$ cat src/rtl/line_buf_window_ctrl.sv
// line_buf_window_ctrl
//   Sequences the line-buffer shift chain that feeds a KxK convolution window.
//   Takes a raster-order pixel stream (valid/ready), pulses the shared shift
//   enable, tracks the row/column of the pixel being shifted, and presents a
//   registered "window complete" flag with its output-map coordinates toward
//   the MAC array (valid/ready).
//
//   Optional build macro: LINE_BUF_WIN_STRIDE2_EN selects stride-2 window
//   generation (windows only at even output offsets, coordinates halved).
//   Undefined: stride 1.
//
// Ports
//   clk_i        rising-edge clock
//   rst_i        asynchronous reset, active high
//   start_i      frame start pulse, honoured only while idle
//   in_valid_i   upstream pixel valid
//   in_ready_o   controller accepts a pixel this cycle
//   shift_en_o   shift enable to every line buffer (in_valid_i & in_ready_o)
//   win_valid_o  buffered KxK window complete and stable
//   win_ready_i  conv engine consumes the window
//   win_row_o    output-map row of the presented window
//   win_col_o    output-map column of the presented window
//   busy_o       frame in progress
//   done_o       one-cycle pulse at frame completion
module line_buf_window_ctrl #(
    parameter int IMG_W = 16,
    parameter int IMG_H = 16,
    parameter int K     = 3
) (
    input  logic                     clk_i,
    input  logic                     rst_i,
    input  logic                     start_i,
    input  logic                     in_valid_i,
    output logic                     in_ready_o,
    output logic                     shift_en_o,
    output logic                     win_valid_o,
    input  logic                     win_ready_i,
    output logic [$clog2(IMG_H)-1:0] win_row_o,
    output logic [$clog2(IMG_W)-1:0] win_col_o,
    output logic                     busy_o,
    output logic                     done_o
);

    localparam int RW = $clog2(IMG_H);
    localparam int CW = $clog2(IMG_W);

    localparam logic [RW-1:0] RowFirst = RW'(K - 1);
    localparam logic [CW-1:0] ColFirst = CW'(K - 1);
    localparam logic [RW-1:0] RowLast  = RW'(IMG_H - 1);
    localparam logic [CW-1:0] ColLast  = CW'(IMG_W - 1);

    typedef enum logic [1:0] {StIdle, StRun, StFlush, StDone} state_e;

    state_e        state_q, state_d;
    logic [RW-1:0] row_q, row_d;
    logic [CW-1:0] col_q, col_d;
    logic          win_valid_q, win_valid_d;
    logic [RW-1:0] win_row_q, win_row_d;
    logic [CW-1:0] win_col_q, win_col_d;

    logic          in_ready;
    logic          shift;
    logic          last_pix;
    logic          win_hit;
    logic [RW-1:0] row_off;
    logic [CW-1:0] col_off;
    logic [RW-1:0] row_win;
    logic [CW-1:0] col_win;

    // Offset of the pixel being shifted relative to the first full window.
    assign row_off  = row_q - RowFirst;
    assign col_off  = col_q - ColFirst;
    assign last_pix = (row_q == RowLast) && (col_q == ColLast);

`ifdef LINE_BUF_WIN_STRIDE2_EN
    assign win_hit = (row_q >= RowFirst) && (col_q >= ColFirst) && !row_off[0] && !col_off[0];
    assign row_win = row_off >> 1;
    assign col_win = col_off >> 1;
`else
    assign win_hit = (row_q >= RowFirst) && (col_q >= ColFirst);
    assign row_win = row_off;
    assign col_win = col_off;
`endif

    always_comb begin
        state_d     = state_q;
        row_d       = row_q;
        col_d       = col_q;
        win_valid_d = win_valid_q;
        win_row_d   = win_row_q;
        win_col_d   = win_col_q;
        in_ready    = 1'b0;

        unique case (state_q)
            StIdle: begin
                if (start_i) begin
                    state_d     = StRun;
                    row_d       = '0;
                    col_d       = '0;
                    win_valid_d = 1'b0;
                end
            end
            StRun: begin
                // Never shift while an unaccepted window is presented.
                in_ready = !win_valid_q || win_ready_i;
                if (in_valid_i && in_ready && last_pix) begin
                    state_d = StFlush;
                end
            end
            StFlush: begin
                if (!win_valid_q || win_ready_i) begin
                    state_d = StDone;
                end
            end
            StDone: begin
                state_d = StIdle;
            end
            default: begin
                state_d = StIdle;
            end
        endcase

        shift = in_valid_i && in_ready;

        if (win_valid_q && win_ready_i) begin
            win_valid_d = 1'b0;
        end

        if (shift) begin
            if (col_q == ColLast) begin
                col_d = '0;
                row_d = (row_q == RowLast) ? '0 : row_q + 1'b1;
            end else begin
                col_d = col_q + 1'b1;
            end
            // A new window overrides the clear from a same-cycle accept.
            if (win_hit) begin
                win_valid_d = 1'b1;
                win_row_d   = row_win;
                win_col_d   = col_win;
            end
        end
    end

    always_ff @(posedge clk_i or posedge rst_i) begin
        if (rst_i) begin
            state_q     <= StIdle;
            row_q       <= '0;
            col_q       <= '0;
            win_valid_q <= 1'b0;
            win_row_q   <= '0;
            win_col_q   <= '0;
        end else begin
            state_q     <= state_d;
            row_q       <= row_d;
            col_q       <= col_d;
            win_valid_q <= win_valid_d;
            win_row_q   <= win_row_d;
            win_col_q   <= win_col_d;
        end
    end

    assign in_ready_o  = in_ready;
    assign shift_en_o  = shift;
    assign win_valid_o = win_valid_q;
    assign win_row_o   = win_row_q;
    assign win_col_o   = win_col_q;
    assign busy_o      = (state_q == StRun) || (state_q == StFlush);
    assign done_o      = (state_q == StDone);

endmodule

$ cat config.mk
export PLATFORM = sky130hd
export DESIGN_NAME = line_buf_window_ctrl
export DESIGN_NICKNAME = d
export VERILOG_FILES = /design/src/rtl/line_buf_window_ctrl.sv
export SDC_FILE = /design/constraint.sdc
export NUM_CORES = 1
export LEC_CHECK = 0
export BUFFER_PORTS_ARGS = -buffer_cell sky130_fd_sc_hd__buf_2
export CORE_ASPECT_RATIO = 1.2
export CORE_MARGIN = 2
export CORE_UTILIZATION = 34
export DETAILED_ROUTE_END_ITERATION = 16
export RECOVER_POWER = 25
export SETUP_SLACK_MARGIN = 0.1
export SYNTH_ARGS = -nofsm -noshare
export SYNTH_HDL_FRONTEND = slang
export SYNTH_SLANG_ARGS = --single-unit
$ cat constraint.sdc
create_clock -name clk_i -period 2.02 [get_ports clk_i]
set_clock_uncertainty 0.15 [all_clocks]
set_input_delay 0 -clock clk_i [delete_from_list [all_inputs] [get_ports clk_i]]
set_output_delay 0 -clock clk_i [all_outputs]
set_load 0.01 [all_outputs]
==> impl_metrics.csv, run 1 <==
group,metric,value,unit
critical_path,r2r_cells,6,
synth,syn_avg_cell_area,11.1,um^2
synth,yosysTopAreaCellShare,0.428,
floorplanning,row_count,22,
critical_path,cp.required,2.06,ns
synth,yosysSeqAreaShare,0.428,
detailed_routing,routedWlPerCell,12.0,um
sta,drv_slew,0,
sta,rsz0062_at_grt,"yes",
floorplanning,io_pins,18,
placed_design,routabilityCongestion,0.731,
synth,synth-edff-count,0,
detailed_routing,drt_wl_total,2.00,mm
synth,ys_ff_latch,19,
sta,finalCriticalPeriod,1.86,ns
cts,cts_tree,"yes",
placed_design,portBuffers,17,
synth,synth.distinct_cells,28,
cts,cts_buffer_depth,2,
cts,path_clk_slew,0.12,ns
floorplanning,fp.dieW,56.2,um
synth,syn_nets,118,
critical_path,path_cells,"inv_2, ha_4, nand3_4, or3_4, buf_12, mux2_4",
synth,synth-async-reset-ratio,1.00,
global_route,grt_pass1_wl,3.44,mm
synth,synth_warnings,0,
placed_design,detailed_place_hpwl,1.50,mm
sta,tightest_slew,0.719,ns
detailed_routing,vias_per_cell,4.83,
pwr,powerDensity,1200,nW/um^2
floorplanning,initial_utilization,0.360,
critical_path,cp.depth,6,
job,maxCapViolCount,0,
critical_path,cpMaxStageDelayCell,"dfrtp_1",
critical_path,cp_max_fo,9,
floorplanning,core_region_area,3080,um^2
sta,max_freq,538,MHz
sta,relSlewSlack,0.520,
sta,finalSetupTns,0,ns
critical_path,critPathMaxStageDelay,0.44,ns
critical_path,start_kind,"flip-flop",
cells_and_area,multi_input_area,592,um^2
synth,ys.flop_type,"dfrtp_1",
sta,finalHoldViolations,0,
cts,htreeDepth,1,
global_route,globalRouteTotalUtil,0.119,
pwr,peakVddDrop,0.000665,V
cells_and_area,diodes,0,
floorplanning,die_h,66.6,um
pwr,power_leakage,0.671,nW
hold_path,hp-class,"input port to async pin",
cts,cts_sinks,19,
critical_path,crit_arrival,1.90,ns
synth,synth_top_area_cell,"dfrtp_1",
cts,clock_latency,0.30,ns
detailed_routing,drtIter0Drc,3,
cells_and_area,utilization,0.448,
cells_and_area,synthToLayoutAreaGrowth,24.3,%
critical_path,cp_top_family,"simple AND/OR/NAND/NOR gates",
cells_and_area,seq_area,479,um^2
global_route,antenna_found_initial,0,
sta,timing.final.crit_share,0.920,
sta,setup_viol,0,
synth,ys_top_cells_by_area,"dfrtp_1 (43%), ha_1 (15%), mux2_4 (8.1%)",
detailed_routing,drc_errors,0,
detailed_routing,ant_nets,0,
synth,synth_cells,100,
synth,syn_area,1110,um^2
cts,cts_made_buffers,3,
cells_and_area,layout.nets,150,
critical_path,path_buf_inv,2,
detailed_routing,first_pass_iters,2,
global_route,grt_overflow,0,
global_route,grt_max_degree,20,
critical_path,endpoint_kind,"flip-flop",
cells_and_area,fillers,313,
global_route,grt_pass1_vias,773,
floorplanning,die_area,3740,um^2
status,status,"finished clean",
cts,clock-root-buffer,"clkbuf_4",
critical_path,path_class,"flip-flop to flip-flop",
detailed_routing,vias,807,
cells_and_area,drive_gt1_frac,0.305,
worst reg2reg max path, stage by stage (launching register included):
cell     delay [ns]
dfrtp_1        0.44
inv_2          0.11
ha_4           0.15
nand3_4        0.07
or3_4          0.40
buf_12         0.15
mux2_4         0.29
Yosys cell counts (2+ instances only):
cell type,count
and3_1,2
dfrtp_1,19
ha_1,13
inv_1,15
mux2_2,3
mux2_4,6
mux2i_1,3
nand2_1,5
nand3_1,6
nand4_1,2
nor4_1,2
o21ai_0,5
o22ai_1,3
xor2_1,2
state kept, by name, summed over array words and instances, names as in the netlist:
signal and flops:
col_q 4, row_q 4, win_col_o 4, win_row_o 4
state_q 2, win_valid_o 1
worst paths after layout:
kind	slack, ns	to	from
min in group clk_i	0.38	win_row_o[1]	win_row_o[1]
hold reg to reg	0.38	win_row_o[1]	win_row_o[1]
setup / recovery	0.16	win_row_o[1]	state_q[1]
setup reg to reg	0.16	win_row_o[1]	state_q[1]
hold / removal	0.19	row_q[2]	rst_i
max in group asynchronous	1.03	row_q[1]	rst_i
stage by stage:
step	setup WS [ns]	hold WS, ns	area, um^2	std cells	power [W]
6_report	0.161	0.186	1380	167	0.00166
3_3_place_gp	0.105	0.0135	1270	156	0.00142
4_1_cts	0.104	0.217	1360	164	0.00166
2_1_floorplan	0.117	-0.199	1110	100	0.00119
5_1_grt	0.0926	0.244	1380	167	0.00180
3_5_place_dp	0.0523	0.0122	1270	156	0.00144
cell type report:
cell class / count / share of cell area
Inverter: 15 / 0.0408
Sequential cell: 19 / 0.347
Tap cell: 36 / 0.0326
Multi-Input combinational cell: 65 / 0.428
Clock inverter: 1 / 0.00543
Timing Repair Buffer: 28 / 0.130
Clock buffer: 3 / 0.0163
power breakdown:
part | total (W) | internal, W | switching [W]
logic | 0.000799 | 0.000437 | 0.000362
clock network | 0.000201 | 0.0000754 | 0.000126
registers | 0.000660 | 0.000526 | 0.000134
cells in the final DEF (no fill, tap or decap), types with 4 or more instances in the layout:
master / count
dfrtp_1: 16
inv_1: 14
ha_1: 12
clkbuf_1: 9
buf_2: 8
mux2_4: 6
nand3_1: 6
buf_4: 6
nand2_1: 5
o21ai_0: 5
dlygate4sd3_1: 4
repair_timing:
item	CTS	global route
setup endpoints to repair	6	7
gates cloned	0	0
resized for setup	2	5
endpoints found under the hold margin	22	0
hold buffers	4	0
buffers inserted	0	3
routing by layer:
layer	share of wire	GRT usage	wire length, um	vias to the layer above
met1	0.47	0.154	949	373
li1	-	-	-	412
met3	0.048	0.0233	95	4
met4	0.012	0.0446	24	0
met5	0	0	0	-
met2	0.47	0.196	930	18
kinds of logic (layout without fill, tap and decap cells):
| logic type | after synthesis | count (layout) | synth area share |
|---|---|---|---|
| and+or+nand+nor | 25 | 25 | 0.140 |
| DFF | 19 | 19 | 0.428 |
| buffers and inverters | 16 | 47 | 0.0608 |
| adders and majority gates | 13 | 13 | 0.146 |
| AOI/OAI and AO/OA | 13 | 13 | 0.0709 |
| muxes | 12 | 12 | 0.139 |
| xor gates and xnor gates | 2 | 2 | 0.0158 |
Note: power is estimated with default switching activity, not from simulation.
==> run 2, diff against run 1 <==
Settings changed: RECOVER_POWER 25 to unset.
==> impl_metrics.csv, run 2 (synthesis results as in run 1) <==
group,metric,value,unit
status,status,"finished clean",
cells_and_area,drive_gt1_frac,0.374,
cts,cts_buffer_depth,2,
hold_path,hp-class,"input port to async pin",
pwr,comb_power_share,0.488,
global_route,grt_pass1_vias,773,
floorplanning,row_count,22,
placed_design,pre_cts_ws,0.0523,ns
cells_and_area,layout_commonest_cell,"buf_2",
floorplanning,initial_utilization,0.360,
sta,setup_viol,0,
sta,max_freq,538,MHz
sta,finalHoldViolations,0,
placed_design,detailed_place_hpwl,1.50,mm
critical_path,endpoint_kind,"flip-flop",
cells_and_area,synthToLayoutAreaGrowth,25.3,%
critical_path,r2r_slack,0.16,ns
sta,timing.final.crit_share,0.920,
floorplanning,die_area,3740,um^2
global_route,grt_pass1_wl,3.44,mm
detailed_routing,vias,809,
floorplanning,core_region_area,3080,um^2
detailed_routing,first_pass_iters,2,
detailed_routing,vias_per_cell,4.84,
critical_path,cp.required,2.06,ns
detailed_routing,drc_errors,0,
critical_path,cp-startpoint,"state_q[1]",
pwr,p_sw_frac,0.370,
cts,clock-root-buffer,"clkbuf_4",
sta,setup_ws,0.161,ns
cts,clock_latency,0.30,ns
cts,cts_made_buffers,3,
cells_and_area,diodes,0,
cts,path_clk_slew,0.12,ns
pwr,switching_power,0.000619,W
cells_and_area,final_cell_mix,"buf_2 (17), dfrtp_1 (16), inv_1 (14), ha_1 (12)",
pwr,power.total,0.00168,W
global_route,grt_overflow,0,
global_route,antenna_found_initial,0,
critical_path,path_class,"flip-flop to flip-flop",
detailed_routing,routedWlPerCell,11.9,um
pwr,peakVddDrop,0.000676,V
sta,drv_slew,0,
critical_path,crit_arrival,1.90,ns
detailed_routing,ant_nets,0,
floorplanning,io_pins,18,
job,maxCapViolCount,0,
sta,tightest_slew,0.719,ns
cts,cts_sinks,19,
cts,htreeDepth,1,
critical_path,r2r_cells,6,
critical_path,cp_max_fo,9,
placed_design,portBuffers,17,
pwr,power_frac_seq,0.392,
critical_path,start_kind,"flip-flop",
critical_path,worstReg2RegStart,"state_q[1]",
detailed_routing,drtIter0Drc,4,
sta,relSlewSlack,0.520,
cells_and_area,layout.nets,150,
sta,finalSetupTns,0,ns
pwr,p_clk_frac,0.120,
cts,cts_tree,"yes",
global_route,grt_max_degree,20,
global_route,globalRouteTotalUtil,0.119,
pwr,power_leakage,0.699,nW
placed_design,routabilityCongestion,0.731,
cells_and_area,fillers,306,
sta,finalCriticalPeriod,1.86,ns
floorplanning,die_h,66.6,um
pwr,powerDensity,1200,nW/um^2
critical_path,regToRegEndpoint,"win_row_o[1]",
detailed_routing,drt_wl_total,1.99,mm
pwr,intPower,0.00106,W
floorplanning,fp.dieW,56.2,um
sta,rsz0062_at_grt,"yes",
==> run 2: cell count changes in the layout (fill, tap and decap cells not counted), sizes merged <==
cell / previous run / this run
buf: 15 / 24
clkbuf: 12 / 3
==> run 2: timing repair <==
action                     4_1_cts  5_1_grt
setup endpoints to repair        6        7
hold buffers                     4        0
resized for setup                2        5
setup buffers                    0        3
hold endpoints to repair        22        0
==> run 2: metrics by stage <==
stage	cell area, um^2	utilization	cells	hold slack [ns]
floorplan	1110	-	100	-0.199
global placement	1270	0.414	156	0.0135
detailed placement	1270	0.414	156	0.0122
CTS	1360	0.440	164	0.217
global route	1390	0.452	167	0.244
finish	1390	0.452	167	0.186
==> run 2: layout make-up <==
| class | count | area (um^2) | area share |
|---|---|---|---|
| multi-input cells | 65 | 592 | 0.425 |
| clock buffers | 3 | 22.5 | 0.0162 |
| clock inverters | 1 | 7.51 | 0.00539 |
| inverters | 15 | 56.3 | 0.0404 |
| repair buffers | 28 | 190 | 0.137 |
| flip-flops and latches | 19 | 479 | 0.344 |
| well taps | 36 | 45.0 | 0.0323 |
==> run 2: how the worst max path moves through the flow <==
stage,end,cells past startpoint
6_report,win_row_o[1],6
5_1_grt,win_row_o[3],6
4_1_cts,win_row_o[1],6
3_5_place_dp,win_row_o[0],6
3_3_place_gp,win_row_o[1],6
2_1_floorplan,win_col_o[0],6
==> run 2: power groups by stage <==
stage	clock, W	sequential [W]	combinational (W)
floorplan	0	0.000673	0.000521
global placement	0	0.000651	0.000769
detailed placement	0	0.000658	0.000784
CTS	0.000209	0.000651	0.000801
global route	0.000225	0.000687	0.000908
finish	0.000201	0.000658	0.000817
==> run 2: critical path: stages (launching register included) <==
cell	delay (ns)
dfrtp_1	0.44
inv_2	0.11
ha_4	0.15
nand3_4	0.06
or3_4	0.40
buf_12	0.15
mux2_4	0.29
==> run 2: per-layer routing <==
metal | global-route usage | share of wire | vias to the layer above
met5 | 0 | 0 | -
met4 | 0.0446 | 0.012 | 0
met3 | 0.0233 | 0.045 | 4
met2 | 0.196 | 0.47 | 18
met1 | 0.154 | 0.47 | 377
li1 | - | - | 410
==> run 3, diff against run 2 <==
Settings changed: CORE_ASPECT_RATIO 1.2 to 1.5.
==> impl_metrics.csv, run 3 (synthesis results as in run 1) <==
group,metric,value,unit
status,status,"finished clean",
cts,cts_sinks,19,
pwr,comb_power_share,0.462,
global_route,globalRouteTotalUtil,0.122,
critical_path,cp_max_fo,5,
detailed_routing,vias,798,
global_route,antenna_found_initial,0,
cells_and_area,diodes,0,
critical_path,worstReg2RegStart,"state_q[1]",
pwr,power_frac_seq,0.385,
sta,setup_viol,0,
cells_and_area,final_cell_mix,"dfrtp_1 (17), buf_2 (17), inv_1 (14), ha_1 (11), buf_4 (7)",
cells_and_area,final_cell_area,1390,um^2
pwr,peakVddDrop,0.000531,V
sta,tightest_slew,0.745,ns
pwr,p_clk_frac,0.152,
sta,finalCriticalPeriod,1.84,ns
critical_path,cp-startpoint,"state_q[1]",
detailed_routing,ant_nets,0,
detailed_routing,vias_per_cell,4.69,
floorplanning,die_area,3750,um^2
floorplanning,fp.dieW,50.7,um
global_route,grt_pass1_vias,777,
detailed_routing,first_pass_iters,4,
floorplanning,row_count,25,
sta,timing.final.crit_share,0.910,
sta,finalHoldViolations,0,
critical_path,start_kind,"flip-flop",
pwr,power_leakage,0.696,nW
critical_path,cp.required,2.01,ns
detailed_routing,routedWlPerCell,12.4,um
sta,relSlewSlack,0.503,
critical_path,path_class,"flip-flop to flip-flop",
cells_and_area,drive_gt1_frac,0.369,
job,maxCapViolCount,0,
placed_design,routabilityCongestion,0.734,
cts,clock_latency,0.25,ns
detailed_routing,drc_errors,0,
floorplanning,core_region_area,3130,um^2
cts,clock-root-buffer,"clkbuf_8",
detailed_routing,drt_wl_total,2.11,mm
detailed_routing,drtIter0Drc,6,
global_route,grt_max_degree,20,
global_route,grt_pass1_wl,3.45,mm
cts,cts_made_buffers,3,
sta,rsz0062_at_grt,"no",
cells_and_area,synthToLayoutAreaGrowth,25.1,%
floorplanning,io_pins,18,
pwr,intPower,0.00109,W
sta,drv_slew,0,
cells_and_area,layout.nets,149,
pwr,p_sw_frac,0.361,
placed_design,dpl_cell_area,1280,um^2
pwr,switching_power,0.000620,W
hold_path,hp-start,"in_valid_i",
sta,finalSetupTns,0,ns
cells_and_area,seq_area,478,um^2
critical_path,crit_arrival,1.82,ns
cells_and_area,fillers,322,
sta,max_freq,544,MHz
cts,cts_tree,"yes",
pwr,powerDensity,1230,nW/um^2
floorplanning,initial_utilization,0.355,
cts,path_clk_slew,0.07,ns
cells_and_area,multi_input_area,593,um^2
placed_design,portBuffers,17,
hold_path,hp-class,"input port to flip-flop",
critical_path,endpoint_kind,"flip-flop",
floorplanning,die_h,74.0,um
cts,cts_buffer_depth,2,
global_route,grt_overflow,0,
cts,htreeDepth,1,
placed_design,detailed_place_hpwl,1.60,mm
## run 3: repair_timing
item | in CTS | in global routing
resized for setup | 1 | 6
setup buffers | 0 | 1
setup endpoints to repair | 6 | 7
hold buffers | 3 | 0
endpoints found under the hold margin | 20 | 0
## run 3: path summary, 6_finish.rpt
path	endpoint	slack, ns	cells after the start
max in group asynchronous	row_q[1]	0.94	3
max reg2reg	win_row_o[3]	0.18	6
min reg2reg	win_row_o[0]	0.36	1
min	col_q[2]	0.05	4
max	win_row_o[3]	0.18	6
min in group asynchronous	win_col_o[2]	0.27	3
## run 3: critical path, cell delays in order, from the launching register on
cell,delay (ns)
dfrtp_1,0.39
inv_2,0.10
ha_4,0.16
nand3_4,0.06
or3_1,0.40
buf_4,0.18
mux2_4,0.29
## run 3: per-stage QoR
step | setup WS (ns) | utilization | hold WS (ns) | total power (W) | instances
global route | 0.112 | 0.444 | 0.0662 | 0.00186 | 170
detailed placement | 0.103 | 0.410 | 0.0174 | 0.00143 | 162
floorplan | 0.117 | - | -0.199 | 0.00119 | 100
finish | 0.182 | 0.444 | 0.0488 | 0.00171 | 170
global placement | 0.162 | 0.410 | 0.00956 | 0.00141 | 162
CTS | 0.124 | 0.437 | 0.0371 | 0.00171 | 169
## run 3: power by group through the flow
stage                     Combinational, W  Clock [W]  Sequential [W]
final                             0.000793   0.000261        0.000661
after global routing              0.000882   0.000290        0.000684
after CTS                         0.000785   0.000270        0.000651
after detailed placement          0.000775          0        0.000657
after global placement            0.000757          0        0.000654
after floorplan                   0.000521          0        0.000673
## run 3: cell type report
cell class,count,area share
Inverter,15,0.0405
Clock buffer,4,0.0324
Sequential cell,19,0.344
Timing Repair Buffer,27,0.121
Tap cell,40,0.0360
Multi-Input combinational cell,65,0.427
## run 3: routing by layer
metal  wire length (um)  GRT usage  vias to the layer above  part of all wire
met4                 21     0.0571                        0            0.0099
met5                  0          0                        -                 0
met3                 92     0.0181                        2             0.044
met1                945      0.154                      375              0.45
li1                   -          -                      403                 -
met2               1050      0.205                       18              0.50
